$ cat config.mk
export PLATFORM = sky130hd
export DESIGN_NAME = spi_sub_rx
export DESIGN_NICKNAME = d
export VERILOG_FILES = /design/src/rtl/spi_dac_pkg.sv /design/src/rtl/spi_sync_edge.sv /design/src/rtl/spi_sub_rx.sv
export SDC_FILE = /design/constraint.sdc
export NUM_CORES = 1
export LEC_CHECK = 0
export ABC_AREA = 1
export CAP_MARGIN = 10
export CORE_MARGIN = 5
export CORE_UTILIZATION = 55
export DETAILED_ROUTE_END_ITERATION = 7
export PLACE_DENSITY = 0.79
export SETUP_SLACK_MARGIN = 0.05
export SYNTH_ARGS = -nofsm -noshare
export SYNTH_HDL_FRONTEND = slang
export SYNTH_SLANG_ARGS = --single-unit
$ cat constraint.sdc
create_clock -name sys_clk -period 1.8 [get_ports sys_clk]
set_input_delay 0.54 -clock sys_clk [delete_from_list [all_inputs] [get_ports sys_clk]]
set_output_delay 0.54 -clock sys_clk [all_outputs]
set_load 0.03 [all_outputs]
$ cat src/rtl/spi_dac_pkg.sv
// ----------------------------------------------------------------------------
// spi_dac_pkg
//   Shared definitions for the DAC8411-style SPI link. Used by the spi_main_x2
//   transmitter users and by the spi_sub_rx receiver.
//   Contents:
//     frame_width()  frame length in bits for a given data word width
//     PD_*           power_state field encodings
//     rx_state_t     receiver FSM state encoding
// ----------------------------------------------------------------------------
package spi_dac_pkg;

    // A frame is {power_state[1:0], word}, so two bits longer than the word.
    function automatic int unsigned frame_width(input int unsigned word_width);
        return word_width + 32'd2;
    endfunction

    localparam logic [1:0] PD_NORMAL = 2'b00;
    localparam logic [1:0] PD_1K     = 2'b01;
    localparam logic [1:0] PD_100K   = 2'b10;
    localparam logic [1:0] PD_HIZ    = 2'b11;

    typedef enum logic {
        IDLE  = 1'b0,
        SHIFT = 1'b1
    } rx_state_t;

endpackage

$ cat src/rtl/spi_sync_edge.sv
// ----------------------------------------------------------------------------
// spi_sync_edge
//   Two-flop synchroniser for one asynchronous input, followed by a
//   previous-value register so that single-cycle edge pulses can be decoded
//   in the i_clk domain. All three flops reset to RST_VAL so that a pin
//   sitting at its idle level produces no edge when reset is released.
//   Ports:
//     i_clk    system clock
//     i_rst_n  asynchronous active-low reset
//     i_d      asynchronous input pin
//     o_level  synchronised level
//     o_rise   one-cycle pulse on synchronised 0->1
//     o_fall   one-cycle pulse on synchronised 1->0
// ----------------------------------------------------------------------------
module spi_sync_edge #(
    parameter logic RST_VAL = 1'b0
) (
    input  logic i_clk,
    input  logic i_rst_n,
    input  logic i_d,
    output logic o_level,
    output logic o_rise,
    output logic o_fall
);

    logic r_meta;
    logic r_sync;
    logic r_prev;

    always_ff @(posedge i_clk or negedge i_rst_n) begin
        if (!i_rst_n) begin
            r_meta <= RST_VAL;
            r_sync <= RST_VAL;
            r_prev <= RST_VAL;
        end else begin
            r_meta <= i_d;
            r_sync <= r_meta;
            r_prev <= r_sync;
        end
    end

    assign o_level = r_sync;
    assign o_rise  = r_sync & ~r_prev;
    assign o_fall  = ~r_sync & r_prev;

endmodule

$ cat src/rtl/spi_sub_rx.sv
// ----------------------------------------------------------------------------
// spi_sub_rx
//   SPI subordinate receiver for {power_state[1:0], word} frames, MSB first.
//   sclk/mosi/csb are oversampled in the sys_clk domain (sys_clk must be at
//   least 4x sclk). A frame is accepted only if exactly FRAME_W sclk falls
//   occurred while csb was low; it is then presented on a valid/ready output
//   register.
//   Ports:
//     sys_clk, rst_n        clock / asynchronous active-low reset
//     sclk, mosi, csb       SPI pins (sclk idles high, data sampled on fall)
//     out_ready             consumer accepts the held frame
//     out_valid             frame held in output register
//     out_word, out_power   received word / power_state bits
//     frame_err             1-cycle pulse: frame closed with wrong bit count
//     overrun               1-cycle pulse: good frame dropped (output full)
//     busy                  synchronised csb is low
//     err_count, ovr_count  saturating pulse counters (SPI_SUB_RX_STATS_EN)
//   Optional feature: define SPI_SUB_RX_STATS_EN to add the statistics ports.
// ----------------------------------------------------------------------------
module spi_sub_rx
    import spi_dac_pkg::*;
#(
    parameter int unsigned WORD_WIDTH = 16
) (
    input  logic                  sys_clk,
    input  logic                  rst_n,
    input  logic                  sclk,
    input  logic                  mosi,
    input  logic                  csb,
    input  logic                  out_ready,
    output logic                  out_valid,
    output logic [WORD_WIDTH-1:0] out_word,
    output logic [1:0]            out_power,
    output logic                  frame_err,
    output logic                  overrun,
    output logic                  busy
`ifdef SPI_SUB_RX_STATS_EN
   ,output logic [7:0]            err_count,
    output logic [7:0]            ovr_count
`endif
);

    localparam int unsigned FRAME_W = frame_width(WORD_WIDTH);
    localparam int unsigned CNT_W   = $clog2(FRAME_W + 2);

    localparam logic [CNT_W-1:0] CNT_FULL = CNT_W'(FRAME_W);
    localparam logic [CNT_W-1:0] CNT_SAT  = CNT_W'(FRAME_W + 1);

    // ------------------------------------------------------------------
    // Pin synchronisers
    // ------------------------------------------------------------------
    logic w_sclk_s, w_sclk_rise, w_sclk_fall;
    logic w_csb_s,  w_csb_rise,  w_csb_fall;
    logic w_mosi_s, w_mosi_rise, w_mosi_fall;

    spi_sync_edge #(.RST_VAL(1'b1)) u_sync_sclk (
        .i_clk   (sys_clk),
        .i_rst_n (rst_n),
        .i_d     (sclk),
        .o_level (w_sclk_s),
        .o_rise  (w_sclk_rise),
        .o_fall  (w_sclk_fall)
    );

    spi_sync_edge #(.RST_VAL(1'b1)) u_sync_csb (
        .i_clk   (sys_clk),
        .i_rst_n (rst_n),
        .i_d     (csb),
        .o_level (w_csb_s),
        .o_rise  (w_csb_rise),
        .o_fall  (w_csb_fall)
    );

    spi_sync_edge #(.RST_VAL(1'b0)) u_sync_mosi (
        .i_clk   (sys_clk),
        .i_rst_n (rst_n),
        .i_d     (mosi),
        .o_level (w_mosi_s),
        .o_rise  (w_mosi_rise),
        .o_fall  (w_mosi_fall)
    );

    // Channel outputs that this receiver has no use for.
    logic w_unused;
    assign w_unused = &{1'b0, w_sclk_s, w_sclk_rise, w_mosi_rise, w_mosi_fall};

    // ------------------------------------------------------------------
    // Next shift/count values. The FSM uses these (not the registers) when
    // checking the count on csb rise, so a bit arriving in the same cycle
    // as the csb rise is counted before the frame is judged.
    // ------------------------------------------------------------------
    logic [FRAME_W-1:0] r_shift;
    logic [CNT_W-1:0]   r_count;
    logic [FRAME_W-1:0] w_shift_next;
    logic [CNT_W-1:0]   w_count_next;

    always_comb begin
        w_shift_next = r_shift;
        w_count_next = r_count;
        if (w_sclk_fall) begin
            w_shift_next = {r_shift[FRAME_W-2:0], w_mosi_s};
            // Saturate one past a full frame so any long frame stays "long".
            if (r_count != CNT_SAT) begin
                w_count_next = r_count + CNT_W'(1);
            end
        end
    end

    // ------------------------------------------------------------------
    // Receiver FSM with registered outputs
    // ------------------------------------------------------------------
    rx_state_t         r_state;
    logic              r_out_valid;
    logic [WORD_WIDTH-1:0] r_out_word;
    logic [1:0]        r_out_power;
    logic              r_frame_err;
    logic              r_overrun;

    always_ff @(posedge sys_clk or negedge rst_n) begin
        if (!rst_n) begin
            r_state     <= IDLE;
            r_shift     <= '0;
            r_count     <= '0;
            r_out_valid <= 1'b0;
            r_out_word  <= '0;
            r_out_power <= '0;
            r_frame_err <= 1'b0;
            r_overrun   <= 1'b0;
        end else begin
            r_frame_err <= 1'b0;
            r_overrun   <= 1'b0;

            // Handshake completes; a frame loaded below overrides this.
            if (r_out_valid && out_ready) begin
                r_out_valid <= 1'b0;
            end

            case (r_state)
                IDLE: begin
                    if (w_csb_fall) begin
                        r_shift <= '0;
                        r_count <= '0;
                        r_state <= SHIFT;
                    end
                end
                SHIFT: begin
                    r_shift <= w_shift_next;
                    r_count <= w_count_next;
                    if (w_csb_rise) begin
                        r_state <= IDLE;
                        if (w_count_next == CNT_FULL) begin
                            if (!r_out_valid || out_ready) begin
                                r_out_valid <= 1'b1;
                                r_out_word  <= w_shift_next[WORD_WIDTH-1:0];
                                r_out_power <= w_shift_next[FRAME_W-1:WORD_WIDTH];
                            end else begin
                                r_overrun <= 1'b1;
                            end
                        end else begin
                            r_frame_err <= 1'b1;
                        end
                    end
                end
                default: r_state <= IDLE;
            endcase
        end
    end

    assign out_valid = r_out_valid;
    assign out_word  = r_out_word;
    assign out_power = r_out_power;
    assign frame_err = r_frame_err;
    assign overrun   = r_overrun;
    assign busy      = ~w_csb_s;

`ifdef SPI_SUB_RX_STATS_EN
    // ------------------------------------------------------------------
    // Saturating event counters
    // ------------------------------------------------------------------
    logic [7:0] r_err_count;
    logic [7:0] r_ovr_count;

    always_ff @(posedge sys_clk or negedge rst_n) begin
        if (!rst_n) begin
            r_err_count <= '0;
            r_ovr_count <= '0;
        end else begin
            if (r_frame_err && (r_err_count != '1)) begin
                r_err_count <= r_err_count + 8'd1;
            end
            if (r_overrun && (r_ovr_count != '1)) begin
                r_ovr_count <= r_ovr_count + 8'd1;
            end
        end
    end

    assign err_count = r_err_count;
    assign ovr_count = r_ovr_count;
`endif

endmodule

Word-level counts from Yosys, hierarchy flattened --
Index checks and enable logic that the tools add are counted.
Storage, ports and cells: output and inout port bits 22, bits in registers 53, bits of input ports 6, logic and storage cells 53
Operators by class: multiplexer cells 22, equality and inequality tests 3, reduce and logical (&&, ||, !) cells 4, bitwise gates (word level) 7, $add $sub $neg 1
Operators with widths (count):
- $mux 18 | 2
- $pmux 18 s2 | 1
- $mux 5 | 3
- $mux 1 | 14
- $pmux 5 s2 | 1
- $add 5x1->5 const B | 1
- $eq 5x5->1 const B | 1
- $ne 5x5->1 const B | 1
- $not 1->1 | 4
- $reduce_and 4->1 | 1
- $and 1x1->1 | 3
- $ne 2x1->1 const B | 1
- $pmux 1 s2 | 1
- $logic_and 1x1->1 | 1
- $logic_not 1->1 | 1
- $logic_or 1x1->1 | 1

Depth between registers and ports, before layout --
depth in word-level cells 7, depth in mapped cells 13

Modules after synthesis --
Synthesis repeated with hierarchy kept, for this count alone.
Second synthesis, totals: cell total of the unflattened synthesis 282, area total of the unflattened synthesis 2396.0 sq um
By module, submodules not included:
- spi_sub_rx | sequential area each 1126.1 sq um, area each 2118.3 sq um, times used 1, cells an instance 261
- spi_sync_edge at u_sync_csb ... | sequential area each 78.8 sq um, area each 93.8 sq um, times used 2, cells an instance 7
- spi_sync_edge at u_sync_mosi | sequential area each 75.1 sq um, area each 90.1 sq um, times used 1, cells an instance 7

Worst setup path before layout --
No wires, ideal clock.
path kind reg-to-reg, start register r_count[0], end register r_out_power[1], in the netlist out_power[1], arrival time 1.511 ns, stages on the path, launching flop included 13, period minus slack after synthesis 1.629 ns, buffers on the path 1, path slack 0.171 ns, required time 1.682 ns, cells stage by stage dfrtp_1 ha_1 inv_1 nor2_2 nand2_1 nand3_1 nand2_2 nand2_1 nor2_4 nand3_4 buf_6 nand2_1 nand2_1
On the way: longest elaborated chain between the ends 5, elaborated cells on any way between the ends 6
Ends and longest elaborated chain:
- start: declaration | RTL line spi_sub_rx.sv:93 | logic [CNT_W-1:0] r_count;
- start signal: assignment | RTL line spi_sub_rx.sv:148 | r_count <= w_count_next;
- $add 5x1->5 or $ne 5x5->1 (tied branches) | RTL line spi_sub_rx.sv:104, spi_sub_rx.sv:103
- $mux 5 | RTL line spi_sub_rx.sv:103 | if (r_count != CNT_SAT) begin
- $mux 5 * | RTL line spi_sub_rx.sv:100 | if (w_sclk_fall) begin
- $eq 5x5->1 * | RTL line spi_sub_rx.sv:151 | if (w_count_next == CNT_FULL) begin
- $reduce_and 4->1 (no source line) *
- end signal: assignment | RTL line spi_sub_rx.sv:155 | r_out_power <= w_shift_next[FRAME_W-1:WORD_WIDTH];
- end: declaration | RTL line spi_sub_rx.sv:115 | logic [1:0] r_out_power;
Mark *: on every way between the ends. The rest lies on a longest branch, timed or not. A chain may end at the register's enable or synchronous reset.

Worst setup path after layout --
start register r_count[0], end register r_out_word[0], in the netlist out_word[0]
On the way: longest elaborated chain between the ends 5, elaborated cells on any way between the ends 6
Ends and longest elaborated chain:
- $add 5x1->5 or $ne 5x5->1 (tied branches) | RTL line spi_sub_rx.sv:104, spi_sub_rx.sv:103
- $mux 5 | RTL line spi_sub_rx.sv:103
- $mux 5 * | RTL line spi_sub_rx.sv:100
- $eq 5x5->1 * | RTL line spi_sub_rx.sv:151
- $reduce_and 4->1 (no source line) *
- end signal: assignment | RTL line spi_sub_rx.sv:154 | r_out_word <= w_shift_next[WORD_WIDTH-1:0];
- end: declaration | RTL line spi_sub_rx.sv:114 | logic [WORD_WIDTH-1:0] r_out_word;
Marked as above.

==> results_dict.tcl <==
set metrics [dict create \
    crit_path_max_fanout 7 \
    rows 23 \
    p_per_area_nw_per_um2 785 \
    violations "setup timing" \
    grt_use_met2_pct 35.8 \
    hold_viol_final 0 \
    yosys_warnings 0 \
    die_area_um2 5660 \
    synth_top_area_share_pct 50.2 \
    slew_headroom_pct 59.2 \
    overflow 0 \
    routed_via_density 5.49 \
    wirelength_um 5570 \
    clkSinkCount 53 \
    setup-tns-final_ps -818 \
    layout-drive-gt1-share_pct 22.2 \
    p_sw_mw 0.604 \
    clkTransAtPathRegs_ps 90 \
    synth_nets 277 \
    synth.area.top_cells "dfrtp_1, nand2_1, o21ai_0" \
    power.leakage_nw 1.48 \
    antenna_found_initial 0 \
    htreeDepth 2 \
    syn_to_final_growth_pct 28.6 \
    grtUsageTotal_pct 22.3 \
    finalMaxSlewViolations 0 \
    core_area_um2 4060 \
    clkPwrFrac_pct 33.7 \
    cts_root_buffer "clkbuf_8" \
    cts_tree "built" \
    place_ws_ps -0.404 \
    die_h_um 75.2 \
    diodes 0 \
    p_int_mw 1.76 \
    tightest_slew_ps 611 \
    yosysSeqAreaShare_pct 57.0 \
    gr-usage-met3_pct 5.07 \
    critPathLaunchType "register" \
    syn_avg_cell_area_um2 8.67 \
    synth_edf_count 0 \
    drtIter0Drc 204 \
    peakVddDrop_mv 0.727 \
    final_common_cell "nand2_1" \
    dr.pass1.iters 4 \
    fin_hold_ws_ps 177 \
    synth_cell_types 26 \
    grt_max_degree 22 \
    hold_path_class "in -> async" \
    timing.final.ws_setup_ps -83.1 \
    drc 0 \
    use_met1_pct 29.1 \
    clk_path_buf_depth 2 \
    final_cell_mix "nand2_1, dfrtp_1, o21ai_0, inv_1, dlygate4sd2_1" \
    clock-skew-final_ps 11.9 \
    portBuffers 27 \
    grt_busiest_layer "met2" \
    place.gp.congestion 0.802 \
    status "complete, but fails checks" \
    p_seq_share_pct 53.7 \
    die_w_um 75.2 \
    cts-hold-fix-buffers 0 \
    yosysTopAreaCell "dfrtp_1" \
    start_util_pct 57.7 \
    synth_ff_type "dfrtp_1" \
    ios 28 \
    crit_type "reg -> reg" \
    fin_nets 322 \
    ant_nets 0 \
    clk_latency_ps 310 \
    grt_pass1_vias 1981 \
    finalPower_mw 2.37 \
    vias 2010 \
    synth_area_um2 2340 \
    p_sw_share_pct 25.5 \
    grt_pass1_wl_um 9330 \
    netlist_instances 270 \
    max_freq_ghz 0.531 \
    async_reset_ff_share_pct 100 \
    crit_arrival_ps 2080 \
    rsz0062_at_grt "yes" \
    post-route-period-util_pct 105 \
    synth_seq_cells 53 \
    timing.final.crit_period_ps 1880 \
    pwr-share-comb_pct 12.6 \
    max-cap-violations 0 \
    wl_per_cell_um 15.2 \
    required_ps 2000 \
    endpoint_kind "register" \
    place_hpwl_um 3390 \
    cts_buffers 5 \
    setup_viol 18 \
]
## worst max-delay path, cell delays in order (launching register included)
cell,delay (ps)
dfrtp_1,380
ha_2,210
inv_4,50
nor2_4,100
nand2_2,100
nand2_2,90
nand2_1,60
nand2_2,70
nand3_2,80
nor2_4,120
buf_12,140
buf_6,100
nand3_4,110
nand2_1,110
nand2_1,50
## area by class of cell
class,count,area [µm²]
fill,280,1050
timing repair buffer,50,464
sequential,53,1330
inverter,33,126
clock buffer,6,72.6
clock inverter,2,35.0
multi-input combinational,172,917
tap,50,62.6
## registers in the layout (all words and copies together), names as in the netlist
signal and flops:
out_word 16, u_sync_sclk.o_level 1, r_shift 18, out_valid 1, r_state 1, r_count 5
u_sync_sclk.r_meta 1, u_sync_mosi.r_meta 1, overrun 1, u_sync_csb.r_prev 1, u_sync_csb.o_level 1, out_power 2
frame_err 1, u_sync_sclk.r_prev 1, u_sync_mosi.o_level 1, u_sync_csb.r_meta 1
## final timing paths
kind | endpoint | start | slack, ps | cells after the start
min | frame_err$_DFF_PN0_ | rst_n | 180 | 1
min reg2reg | u_sync_csb.o_level$_DFF_PN1_ | u_sync_csb.r_meta$_DFF_PN1_ | 360 | 0
max | out_word[0]$_DFFE_PN0P_ | r_count[0]$_DFFE_PN0P_ | -80 | 14
max in group asynchronous | out_word[0]$_DFFE_PN0P_ | rst_n | 1090 | 2
max reg2reg | out_word[0]$_DFFE_PN0P_ | r_count[0]$_DFFE_PN0P_ | -80 | 14
min in group sys_clk | u_sync_csb.o_level$_DFF_PN1_ | u_sync_csb.r_meta$_DFF_PN1_ | 360 | 0
## kinds of logic after synthesis
logic type | count (synthesis) | synth area share (%)
AO/OA/AOI/OAI | 44 | 9.99
buffers and inverters | 48 | 8.60
adder cells (fa/ha/maj) | 1 | 0.534
AND/OR/NAND/NOR | 124 | 23.9
flip-flops | 53 | 57.0
## power by group through the flow
stage | combinational [mW] | clock (mW) | sequential (mW)
CTS | 0.283 | 0.812 | 1.27
global placement | 0.249 | 0 | 1.29
global route | 0.328 | 0.869 | 1.28
detailed placement | 0.257 | 0 | 1.29
finish | 0.297 | 0.797 | 1.27
floorplan | 0.147 | 0 | 1.29
## cell usage after synthesis, types with 2 or more instances
master,n
o22ai_1,5
dfrtp_1,47
nor2_1,6
nand4_1,18
nand3_1,6
nor2_2,3
inv_1,30
dfstp_2,6
a22o_1,2
buf_4,3
o21ai_0,34
nand2_1,85
clkbuf_1,8
inv_2,2
nand2_2,2
o21ai_1,2
buf_2,2
## per-layer routing
metal	vias to the layer above	wire, µm
li1	965	-
met1	958	2280
met2	73	2750
met3	14	391
met4	0	144
met5	-	0
## stage by stage
stage	cells	area (µm²)	utilization, %
after floorplan	270	2340	-
after global placement	347	2720	66.9
after detailed placement	347	2720	66.9
after CTS	366	2950	72.6
after global routing	366	3010	74.2
final	366	3010	74.2
## timing repair
item / in CTS / in global routing
pin swaps: 5 / 13
endpoints found under the hold margin: 0 / 0
setup buffers: 7 / 2
gates resized for setup: 41 / 19
gates cloned: 4 / 0
endpoints found under the setup margin: 42 / 21
Note: power is estimated with default switching activity, not from simulation.
==> RTL edit: new RTL, same flow settings <==
`WORD_WIDTH`: 16 -> 8.
--- a/src/rtl/spi_sub_rx.sv
+++ b/src/rtl/spi_sub_rx.sv
@@ -20,7 +20,7 @@
 module spi_sub_rx
     import spi_dac_pkg::*;
 #(
-    parameter int unsigned WORD_WIDTH = 16
+    parameter int unsigned WORD_WIDTH = 8
 ) (
     input  logic                  sys_clk,
     input  logic                  rst_n,
Interface: changed (resized out_word); port bits go from 28 to 20. No check against the original RTL was run, so the function may have changed too.
==> RTL edit against the unedited design <==
Clock skew is 0.0039 ns lower; setup slack better by 0.20 ns; via count is 36% lower; synthesized cell count is 32% lower; critical path depth is 13 lower; cell area is 35% lower; sequential cell count is 17 lower; sequential power is 29% lower; wire length is 38% lower; cell count is 34% lower; total power is 31% lower; area after synthesis is 31% lower; largest cell class unchanged.
==> RTL edit: results (changes against the unedited design) <==
Worst setup path
  • CP top delay family: buffers and inverters
  • CP max FO: 2 (-5)
  • Crit path from: out_power[1]
  • Critical path's slowest cell: dlygate4sd2_1
  • Reg2reg start: r_count[1]
  • Max stage delay on crit path: 0.41 ns (+0.03 ns)
  • Critical path arrival: 1.14 ns (-0.94 ns)

Place
  • Cell Count Post-Placement: 230 (-34%)
  • DP Area: 1850 um^2 (-32%)
  • Setup WS pre-CTS: 0.103 ns (+0.103 ns)
  • Port buffer count: 19 (-30%)
  • HPWL after DPL: 2320 um (-32%)
  • Gpl congestion: 0.802 (about the same)

GRT
  • Global-route wire length before repair: 5750 um (-38%)
  • Total track usage: 17.5% (-4.8 points)
  • Initial antenna violation count: 0 (unchanged)
  • Maximum number of pins on one net before global-route repair: 37 (+68%)

Outcome
  • Run status: completed

Power and ir drop
  • Lkg Pwr: 0.964 nW (-35%)
  • Max VDD drop: 0.634 mV (-13%)

Worst hold path
  • Hold wc startpoint: u_sync_sclk.r_meta
  • Worst Hold Class: flip-flop to flip-flop

Final layout
  • Fin util: 69.9% (-4.4 points)
  • Top reg by flops: r_shift
  • Largest register FFs: 10 (-8)
  • Share of post-route cells with drive strength above 1: 17.6% (-4.5 points)
  • ANT cells: 0 (unchanged)
  • Fill cells: 225 (-20%)
  • Nets: 216 (-33%)

Yosys
  • Post-synthesis xor/xnor area fraction: 0% (unchanged)
  • Most instantiated library cell after synthesis: nand2_1
  • Post-synthesis mux area share: 0% (unchanged)
  • Mean post-synth cell area: 8.83 um^2 (+1.8%)
  • Compound-Gate Fraction of Synth Area: 8.21% (-1.8 points)
  • Synth Area in Adders: 0.775% (+0.24 points)
  • Post-synth top cells: nand2_1 (56), dfrtp_1 (30), inv_1 (19)
  • Synth cell types: 25 (-3.8%)
  • Area contributors post-synth: dfrtp_1 (46%), nand2_1 (13%), dfstp_2 (9.8%)
  • Synth Net Count: 190 (-31%)
  • Register area share after synthesis: 56.2% (-0.74 points)
  • Post-synth ARST share: 100% (unchanged)
  • Yosys warns: 0 (unchanged)

Drt
  • DR vias/cell: 5.33 (-3.0%)
  • Via count: 1284 (-36%)
  • Total Wirelength: 3470 um (-38%)
  • Detailed-router iteration count before antenna repair: 4 (unchanged)
  • DRT iter0 DRCs: 68 (-67%)

Timing
  • Worst Skew: 0.00801 ns (-0.00391 ns)
  • Least-Margin Pin Slew: 0.382 ns (-0.229 ns)

Clock network
  • Clock Tree Root: clkbuf_4
  • H-Tree Level Count: 2 (unchanged)
  • CTS Buf Count: 5 (unchanged)
  • Worst skew pair latency: 0.34 ns (+0.03 ns)
  • Clk buf depth: 2 (unchanged)
  • Reg clk slew, reported paths: 0.11 ns (+0.02 ns)
==> RTL edit: layout make-up <==
cell class / instances / area share (%)
Sequential cell: 36 / 46.8
Multi-Input combinational cell: 117 / 31.9
Timing Repair Buffer: 25 / 11.7
Inverter: 24 / 4.64
Clock buffer: 8 / 3.03
Tap cell: 31 / 2.00
==> RTL edit: power breakdown <==
group / switching [mW] / internal [mW] / total (mW) / leakage (nW)
clock: 0.253 / 0.193 / 0.445 / 0.0326
combinational: 0.173 / 0.104 / 0.277 / 0.462
sequential: 0.0437 / 0.859 / 0.903 / 0.469
total: 0.469 / 1.16 / 1.63 / 0.964
==> RTL edit: kinds of logic (layout without fill, tap and decap cells) <==
logic type	after synthesis	after routing
DFF	36	36
buffers and inverters	31	57
AOI/OAI and AO/OA	25	25
adders and majority gates	1	1
and+or+nand+nor	90	91
==> RTL edit: path summary, 6_finish.rpt <==
check	endpoint	slack, ns	depth (start not counted)
max	out_power[1]	0.12	1
min	u_sync_sclk.o_level	0.36	0
max reg2reg	out_power[1]	0.12	10
min reg2reg	u_sync_sclk.o_level	0.36	0
max in group asynchronous	u_sync_sclk.r_prev	0.99	2
min in group asynchronous	r_shift[9]	0.56	2
==> RTL edit: metal layers <==
metal / wire length [um] / global-route usage, % / vias up
met4: 54 / 6.36 / 0
met5: 0 / 0 / -
met2: 1850 / 28.9 / 20
met1: 1450 / 21.3 / 609
met3: 117 / 5.95 / 8
li1: - / - / 647
==> RTL edit: timing repair <==
item	CTS	global route
gates cloned	0	1
pin swaps	0	1
setup buffers	0	2
setup endpoints to repair	14	13
resized for setup	16	9
==> RTL edit: worst reg2reg max path: cells and delay by family (launching register included) <==
family	cells	cell delay [ns]
adder cells (fa/ha/maj)	1	0.17
flip-flops	1	0.45
AND/OR/NAND/NOR	8	0.91
buffers and inverters	1	0.05
